===== src/rtl/traffic_pkg.sv =====
// traffic_pkg: light codes, lane indices and lane count shared by the traffic controller blocks
package traffic_pkg;
  localparam logic [6:0] GREEN_CODE  = 7'b0010000;
  localparam logic [6:0] YELLOW_CODE = 7'b0010001;
  localparam logic [6:0] RED_CODE    = 7'b0101111;
  localparam int LANE_E    = 0;
  localparam int LANE_NL   = 1;
  localparam int LANE_EL   = 2;
  localparam int LANE_W    = 3;
  localparam int NUM_LANES = 4;
endpackage


===== src/rtl/lane_debouncer.sv =====
// lane_debouncer: two-flop synchroniser plus hold-time debounce producing a stable sensor level
module lane_debouncer #(
  parameter int DEB_CYCLES = 4
) (
  input  logic clk,
  input  logic rst_n,
  input  logic raw,
  output logic stable
);
  localparam int CW = $clog2(DEB_CYCLES + 1);
  logic [1:0] sync_q;
  logic [CW-1:0] cnt;
  // accept a new synchronised level only after it has differed from stable for DEB_CYCLES edges
  always_ff @(posedge clk or negedge rst_n)
    if (!rst_n) begin
      sync_q <= '0;
      cnt    <= '0;
      stable <= 1'b0;
    end else begin
      sync_q <= {sync_q[0], raw};
      if (sync_q[1] == stable) cnt <= '0;
      else if (cnt == CW'(DEB_CYCLES - 1)) begin
        stable <= sync_q[1];
        cnt    <= '0;
      end else cnt <= cnt + CW'(1);
    end
endmodule


===== src/rtl/lane_request_conditioner.sv =====
// lane_request_conditioner: debounced, green-cleared lane requests; LANE_STARVE_EN adds wait counters and starve flags
module lane_request_conditioner
  import traffic_pkg::*;
#(
  parameter int DEB_CYCLES   = 4,
  parameter int WAIT_W       = 8,
  parameter int STARVE_LIMIT = 200
) (
  input  logic       Clock,
  input  logic       Reset_n,
  input  logic       raw_E,
  input  logic       raw_NL,
  input  logic       raw_EL,
  input  logic       raw_W,
  input  logic [6:0] ETL,
  input  logic [6:0] NLTL,
  input  logic [6:0] ELTL,
  input  logic [6:0] WTL,
  output logic       E,
  output logic       NL,
  output logic       EL,
  output logic       W,
  output logic [3:0] starve
);
  logic [NUM_LANES-1:0] raw, stable, grant, req;
  assign raw = {raw_W, raw_EL, raw_NL, raw_E};
  assign grant[LANE_E]  = ETL  == GREEN_CODE;
  assign grant[LANE_NL] = NLTL == GREEN_CODE;
  assign grant[LANE_EL] = ELTL == GREEN_CODE;
  assign grant[LANE_W]  = WTL  == GREEN_CODE;
  for (genvar g = 0; g < NUM_LANES; g++) begin : g_deb
    lane_debouncer #(.DEB_CYCLES(DEB_CYCLES)) u_deb (
      .clk   (Clock),
      .rst_n (Reset_n),
      .raw   (raw[g]),
      .stable(stable[g])
    );
  end
  // latch presence until green is seen; a present vehicle keeps the request alive through green
  always_ff @(posedge Clock or negedge Reset_n)
    if (!Reset_n) req <= '0;
    else req <= stable | (req & ~grant);
  assign {W, EL, NL, E} = req;
`ifdef LANE_STARVE_EN
  localparam logic [WAIT_W-1:0] LIMIT = WAIT_W'(STARVE_LIMIT);
  logic [WAIT_W-1:0] wcnt [NUM_LANES];
  // count cycles a latched request goes unserved, saturating, and flag lanes past the limit
  always_ff @(posedge Clock or negedge Reset_n)
    if (!Reset_n) begin
      for (int i = 0; i < NUM_LANES; i++) wcnt[i] <= '0;
      starve <= '0;
    end else
      for (int i = 0; i < NUM_LANES; i++) begin
        wcnt[i]   <= grant[i] ? '0 : (req[i] && wcnt[i] != '1) ? wcnt[i] + WAIT_W'(1) : wcnt[i];
        starve[i] <= wcnt[i] >= LIMIT;
      end
`else
  assign starve = '0;
`endif
endmodule


===== config.mk =====
export PLATFORM = sky130hd
export DESIGN_NAME = lane_request_conditioner
export DESIGN_NICKNAME = d
export VERILOG_FILES = /design/src/rtl/traffic_pkg.sv /design/src/rtl/lane_debouncer.sv /design/src/rtl/lane_request_conditioner.sv
export SDC_FILE = /design/constraint.sdc
export NUM_CORES = 1
export LEC_CHECK = 0
export CORE_ASPECT_RATIO = 1.5
export CORE_MARGIN = 5
export CORE_UTILIZATION = 40
export DETAILED_ROUTE_END_ITERATION = 10
export HOLD_SLACK_MARGIN = 0.03
export PLACE_DENSITY = 0.73
export SYNTH_ARGS = -nofsm -noshare
export SYNTH_HDL_FRONTEND = slang
export SYNTH_HIERARCHICAL = 1
export SYNTH_SLANG_ARGS = --single-unit

===== constraint.sdc =====
create_clock -name Clock -period 1.5 [get_ports Clock]
set_input_delay 0.3 -clock Clock [delete_from_list [all_inputs] [get_ports Clock]]
set_output_delay 0.3 -clock Clock [all_outputs]
set_load 0.03 [all_outputs]

After elaboration in Yosys (flattened, before gate mapping)
Cells that the tools add are included.
{"block": "word_totals", "ff_bits": 28, "latchBits": 0, "ram_bits": 0, "rom_bits": 0, "inputBits": 34, "word_cells": 48, "mem_count": 0}
{"block": "op_classes", "n_addsub": 4, "mul": 0, "n_div": 0, "order_cmp": 0, "eq_ne": 12, "shift": 0, "muxes": 8, "bitwise": 7, "reduce_logical": 4}
{"operator": "$eq A7 B5 Y1 const B", "n": 4}
{"operator": "$mux W3", "n": 8}
{"operator": "$add A3 B1 Y3 const B", "n": 4}
{"operator": "$eq A3 B2 Y1 const B", "n": 4}
{"operator": "$reduce_and A2 Y1", "n": 4}
{"operator": "$and A4 B4 Y4", "n": 1}
{"operator": "$eq A1 B1 Y1", "n": 4}
{"operator": "$not A1 Y1", "n": 4}
{"operator": "$not A4 Y4", "n": 1}
{"operator": "$or A4 B4 Y4", "n": 1}

Depth between registers and ports, before layout
Gate-level depths: netlist of run 1.
{"block": "logic_depth", "depth_word": 4, "ltp_mapped": 3, "mapped_depth_nobuf": 3}

By module
Netlist of run 1, hierarchy kept.
{"mod": "lane_debouncer (g_deb[1].u_deb ...)", "instances": 3, "cells_each": 13, "area_each_um2": 216.5, "seq_area_each_um2": 150.1}
{"mod": "lane_request_conditioner", "instances": 1, "cells_each": 25, "area_each_um2": 254.0, "seq_area_each_um2": 100.1}
{"mod": "lane_debouncer (g_deb[0].u_deb)", "instances": 1, "cells_each": 13, "area_each_um2": 229.0, "seq_area_each_um2": 150.1}

Worst setup path after synthesis of run 1
No wires, ideal clock.
{"block": "synth_timing", "path_kind": "register -> register", "from": "register g_deb[0].u_deb.cnt[0]", "to": "register g_deb[0].u_deb.stable", "setup_ns": 0.125, "arrival_time_ns": 0.993, "t_required_ns": 1.375, "setup_slack_ns": 0.381, "stages_incl_launch_ff": 4, "synth_period_minus_slack_ns": 1.119, "path_cell_list": "dfrtp_1 -> ha_1 -> nor2b_4 -> mux2_4"}
{"block": "synth_via", "elab_chain_len": 2}
{"item": "start: declaration", "line": "lane_debouncer.sv:12", "text": "logic [CW-1:0] cnt;"}
{"item": "start signal: assignment", "line": "lane_debouncer.sv:25", "text": "end else cnt <= cnt + CW'(1);"}
{"item": "$eq A3 B2 Y1", "line": "lane_debouncer.sv:22", "text": "else if (cnt == CW'(DEB_CYCLES - 1)) begin"}
{"item": "$reduce_and A2 Y1 (no line)"}
{"item": "end signal: assignment", "line": "lane_debouncer.sv:23", "text": "stable <= sync_q[1];"}
{"item": "end: declaration", "line": "lane_debouncer.sv:8", "text": "output logic stable"}
No other way between the ends.
A chain may end at the register's enable or synchronous reset.

Worst setup path in the final report of run 1
{"block": "layout_timing", "from": "register req[0]", "to": "output E"}
{"item": "start: declaration", "line": "lane_request_conditioner.sv:25", "text": "logic [NUM_LANES-1:0] raw, stable, grant, req;"}
{"item": "start signal: assignment", "line": "lane_request_conditioner.sv:42", "text": "else req <= stable | (req & ~grant);"}
{"item": "end: declaration", "line": "lane_request_conditioner.sv:19", "text": "output logic E,"}
No word-level cell between the ends.

==> results_dict.tcl, run 1 <==
set metrics [dict create \
    status "finished, final reports clean" \
    worstSetupPathType "flip-flop to output pin" \
    fin_setup_tns_ns 0 \
    antenna_found_initial 0 \
    reg2reg_to "g_deb[0].u_deb/stable" \
    nFillCells 231 \
    crit_arrival_ns 1.03 \
    core.rowCount 23 \
    cts_htree_levels 1 \
    fin_skew_ns 0.006649 \
    seq_area_sq_um 700.7 \
    fin_nets 157 \
    avgSynthCellArea_sq_um 14.71 \
    slowest_delay_ns 0.40 \
    yosys_register_bits 28 \
    post-cts-setup-buffers 0 \
    start_kind "flip-flop" \
    tritoncts "done" \
    min_period_ns 1.325 \
    clk_pin_slew_ns 0.09 \
    hold_viol 0 \
    path_depth 1 \
    io_pins 42 \
    grt_setup_unrepaired "no" \
    reg2reg_depth 3 \
    portBuffers 37 \
    ys_warn_count 6 \
    ctsResizeCount 4 \
    via_per_inst 4.619 \
    crit_chain "dlygate4sd2_1" \
    ys_types 17 \
    path_delay_family "buffers and inverters" \
    antenna_cells 0 \
    clock.fmax_ghz 0.7547 \
    syn_to_final_growth_pct 40.22 \
    setup_viol 0 \
    slew_violations 0 \
    power_mw 1.961 \
    multiInputGateArea_sq_um 412.9 \
    fp.dieW_microns 53.44 \
    coreArea_sq_mm 0.002705 \
    grt_overflow 0 \
    grt_max_degree 29 \
    dp_hpwl_microns 1568 \
    cts_hold_buf 0 \
    syn_inst 77 \
    critPathBufInv 1 \
    slowest_stage "dlygate4sd2_1" \
    clock_latency_ns 0.27 \
    cts_buffer_depth 2 \
    cap_violations 0 \
    clock_sinks 28 \
    whs_ns 0.3540 \
    worstPathRequired_ns 1.20 \
    crit_path_end "E" \
    die_area_sq_mm 0.004017 \
    ys_seq_area_frac 0.6188 \
    drt-initial-drc-count 16 \
    setup_slack_ns 0.1749 \
    root_buffer "clkbuf_8" \
    wl_microns 1880 \
    r2r_setup_slack_ns 0.34 \
    pre_cts_slack_ns 0.1954 \
    via_count 716 \
    power_density_mw_per_mm2 1235 \
    drt-pass1-iter-count 4 \
    grt_pass1_vias 776 \
    grt_use_total 0.1061 \
    r2r-start "g_deb[0].u_deb/cnt[0]" \
    antenna_left 0 \
    p_leak_nw 0.6424 \
    mostFrequentLayoutCells "33 x clkdlybuf4s50_1, 28 x dfrtp_1, 6 x nor3b_1" \
    route.detailed.drc 0 \
    wl_per_cell_microns 12.13 \
    die_y_microns 75.17 \
    ir_drop_uv 891.0 \
    end_kind "output pin" \
    netlist_area_sq_mm 0.001132 \
    hold_path_class "flip-flop to flip-flop" \
    start_util 0.4186 \
    cts_buffers 3 \
    drive_gt1_frac 0.1610 \
    final_common_cell "clkdlybuf4s50_1" \
    period_share 0.8834 \
    worstPathMaxFanout 2 \
    grt_first_pass_wirelength_microns 3111 \
    gp_congestion 0.7245 \
    crit_start "req[0]" \
]
kinds of logic after synthesis:
kind of cell | share of synthesized area
xor+xnor | 0.03094
simple gates | 0.2155
mux | 0.04309
other cells | 0.003312
buf+inv | 0.02652
flops | 0.6188
compound gates | 0.01768
fa+ha+maj | 0.04420
where the power goes:
group | internal (mW) | switching (mW) | leakage, nW | total [mW]
logic | 0.302 | 0.189 | 0.278 | 0.491
clock network | 0.234 | 0.208 | 0.0288 | 0.443
registers | 0.909 | 0.118 | 0.335 | 1.03
stage by stage:
stage,cell area (sq um),std cells,utilization
2_1_floorplan,1144,80,-
3_3_place_gp,1538,151,0.5685
3_5_place_dp,1538,151,0.5685
4_1_cts,1588,155,0.5870
5_1_grt,1588,155,0.5870
6_report,1588,155,0.5870
synthesized netlist by cell type:
cell type   n  share of area
conb_1      1         0.0033
mux2_2      3          0.030
nor3b_1     6          0.040
nor2_1      4          0.013
nor4b_2     4          0.053
nor3_1      3          0.013
nor2b_4     4          0.049
mux2_4      1          0.013
xnor2_1     4          0.031
buf_4       4          0.027
dfrtp_1    28           0.62
nor3b_2     1          0.011
a21oi_1     4          0.018
nor2b_1     1         0.0055
ha_1        4          0.044
nor4_1      4          0.022
nor3_2      1         0.0088
worst min path at each step:
stage / start / endpoint / cells past startpoint
after floorplan: Reset_n / g_deb[0].u_deb/cnt[0] / 0
after global placement: g_deb[0].u_deb/sync_q[0] / g_deb[0].u_deb/sync_q[1] / 0
after detailed placement: g_deb[1].u_deb/sync_q[0] / g_deb[1].u_deb/sync_q[1] / 0
after CTS: g_deb[1].u_deb/sync_q[0] / g_deb[1].u_deb/sync_q[1] / 0
after global routing: g_deb[2].u_deb/sync_q[0] / g_deb[2].u_deb/sync_q[1] / 0
final: g_deb[1].u_deb/sync_q[0] / g_deb[1].u_deb/sync_q[1] / 0
layout make-up:
class / instances / area share
well taps: 37 / 0.02916
clock buffers: 4 / 0.03467
repair buffers: 38 / 0.2348
flip-flops and latches: 28 / 0.4413
multi-input cells: 48 / 0.2600
per-layer routing:
layer / up-vias / part of all wire / track usage
met4: 0 / 0.011 / 0.05966
met5: - / 0 / 0
met2: 24 / 0.58 / 0.1978
li1: 343 / - / -
met1: 347 / 0.36 / 0.1054
met3: 2 / 0.056 / 0.02178
state kept, by name, indices dropped and copies added (netlist names):
| register | cells |
|---|---|
| req | 4 |
| g_deb.u_deb/cnt | 12 |
| g_deb.u_deb/sync_q | 8 |
| g_deb.u_deb/stable | 4 |
(Power assumes the default switching activity.)
==> run 2: changes to the inputs <==
--- a/config.mk
+++ b/config.mk
@@ -11,6 +11,7 @@
 export DETAILED_ROUTE_END_ITERATION = 10
 export HOLD_SLACK_MARGIN = 0.03
 export PLACE_DENSITY = 0.73
+export SKIP_LAST_GASP = 1
 export SYNTH_ARGS = -nofsm -noshare
 export SYNTH_HDL_FRONTEND = slang
 export SYNTH_HIERARCHICAL = 1
==> results of run 2 <==
No change in the layout: final DEF, timing and power equal those of run 1.
==> patch (config.mk and constraints of run 1) <==
Register the input `NLTL` before use. The logic sees it one clock later. The other inputs are not delayed to match.
--- a/src/rtl/lane_request_conditioner.sv
+++ b/src/rtl/lane_request_conditioner.sv
@@ -24,2 +24,9 @@
 );
+
+  logic [6:0] NLTL_q;
+
+  always_ff @(posedge Clock) begin
+      NLTL_q <= NLTL;
+  end
+
   logic [NUM_LANES-1:0] raw, stable, grant, req;
@@ -27,3 +34,3 @@
   assign grant[LANE_E]  = ETL  == GREEN_CODE;
-  assign grant[LANE_NL] = NLTL == GREEN_CODE;
+  assign grant[LANE_NL] = NLTL_q == GREEN_CODE;
   assign grant[LANE_EL] = ELTL == GREEN_CODE;
Formal check against the unedited RTL: no difference found for any inputs over 10 cycles, from zero or initial values and one cycle with Reset_n low; that may be too few to reach the edited logic, so the function may still have changed.
==> patch against run 1 <==
Synthesized cell count increased by 9.1%. Setup slack got worse by 0.013 ns. Cell area increased by 12%. Sequential cell count increased by 7. Clock skew increased by 0.00090 ns. Routed wire length increased by 18%. First-iteration DRC count decreased by 75%. Fmax decreased by 0.96%. Area after synthesis increased by 11%. Total power increased by 30%. Final cell count increased by 9.0%. Largest cell class unchanged.
==> patch: results (changes against run 1) <==
** Final layout
- The count of fill cells added during filler insertion came to 244 (+5.6%).
- Registers with the most flip-flops :: g_deb.u_deb/cnt (12), g_deb.u_deb/sync_q (8), NLTL_q (7)
- Final #Nets :: 166 (+5.7%)
- The share of final-layout standard cells stronger than drive strength 1 is 16.3% (+0.18 points).

** Pwr
- Sequential-cell power consumption :: 1.23 mW (+19%)
- The maximum ir drop on the vdd rail is 1050 uV (+18%).
- Switching power share of the total :: 24.2% (-2.1 points)
- Static leakage power :: 0.727 nW (+13%)
- Clock network fraction of total power :: 33.0% (+10 points)
- Power density normalized to cell area :: 1430 mW/mm2 (+16%)

** Synthesis
- The number of library cell types mapped by synthesis was 14 (-3).
- The proportion of synthesized chip area in sequential cells was 66.7% (+4.9 points).
- By area the synthesized netlist is led by sky130_fd_sc_hd__dfrtp_1 56%, sky130_fd_sc_hd__dfxtp_1 11%, sky130_fd_sc_hd__nor3b_1 4.8%.
- Share of synthesized flip-flops with an asynchronous set or reset :: 80.0% (-20 points)
- The post-synthesis cell count came to 84 (+9.1%).
- The commonest cells after synthesis are 28 x sky130_fd_sc_hd__dfrtp_1, 8 x sky130_fd_sc_hd__nor3b_1, 7 x sky130_fd_sc_hd__dfxtp_1.

** Global route
- Total routing usage reported by global routing :: 10.9% (+0.33 points)
- The largest net degree at the start of global routing was 29 (unchanged).
- Wire length of the first global-routing pass :: 3670 um (+18%)
- The via count of the first global-routing pass came to 871 (+12%).

** Routing
- Post-DR vias/cell :: 4.62 (about the same)
- The wire length after detailed routing is 2230 um (+18%).
- The number of design-rule violations left by the first detailed-router iteration came to 4 (-12).
- The final routed wire length divided by cell count was 13.2 um (+8.5%).
- The number of iterations in the first detailed-routing pass came to 2 (-2).

** Clock network
- The clock edge transition at the registers on the reported setup and hold paths is 0.07 ns (-0.02 ns).
- Number of buffers added by the clock tree synthesis step :: 5 (+2)
- The number of levels in the clock H-tree came to 2 (+1).

** Worst setup path
- The slowest stage of the critical path is the sky130_fd_sc_hd__dlygate4sd2_1 cell.
- Among cell families on the critical path, the largest total delay comes from buffers and inverters.

** Hold path
- Worst hold start :: g_deb[3].u_deb/sync_q[0]
- Hold Path Stages :: 0 (unchanged)
- The worst hold path terminates at g_deb[3].u_deb/sync_q[1].

** Place
- Gp weighted congestion :: 0.695 (-4.0%)
- Instance count after placement with tap cells included :: 161 (+6.6%)
- Number of buffers inserted by port buffering :: 37 (unchanged)

** Status
- Outcome :: finished clean

** STA
- The final setup skew came to 0.00755 ns (+0.000899 ns).
-- patch: cell type report --
type | count | area share (%)
flip-flops and latches | 35 | 47.2
multi-input cells | 48 | 22.5
repair buffers | 38 | 20.9
clock buffers | 6 | 4.63
well taps | 40 | 2.81
clock inverters | 2 | 1.97
-- patch: worst max-delay path by stage --
stage                                startpoint                     to  slack (ns)  depth (start not counted)
after floorplan           g_deb[0].u_deb/cnt[0]  g_deb[0].u_deb/stable        0.42                          3
after global placement                   req[1]                     NL        0.20                          1
after detailed placement                 req[0]                      E        0.18                          1
after CTS                                req[1]                     NL        0.14                          1
after global routing                     req[1]                     NL        0.12                          1
final                                    req[1]                     NL        0.16                          1
-- patch: what timing repair did --
item	CTS	global route
endpoints found under the setup margin	4	0
resized for setup	4	0
setup buffers	0	0
hold endpoints to repair	0	0
-- patch: layer usage --
metal,GRT usage (%),wire (um),up-vias
met5,0,0,-
met1,9.38,658,381
met2,22.2,1430,22
met4,4.75,22,0
li1,-,-,373
met3,3.58,114,4
-- patch: through the flow --
step | cell area (um2) | power [mW] | hold slack [ns] | worst slack (ns)
after CTS | 1780 | 2.59 | 0.341 | 0.142
after detailed placement | 1670 | 1.74 | 0.335 | 0.175
after global placement | 1670 | 1.69 | 0.334 | 0.204
after floorplan | 1270 | 1.54 | 0.00441 | 0.424
after global routing | 1780 | 2.71 | 0.350 | 0.118
final | 1780 | 2.55 | 0.338 | 0.162
-- patch: cells by family (layout without fill, tap and decap cells) --
group,count (synthesis),in the layout,synth area share (%)
other cells,1,4,0.298
buf+inv,4,46,2.38
flops,35,35,66.7
compound gates,4,4,1.59
fa+ha+maj,4,4,3.97
simple gates,28,28,18.7
mux,4,4,3.57
xor+xnor,4,4,2.78
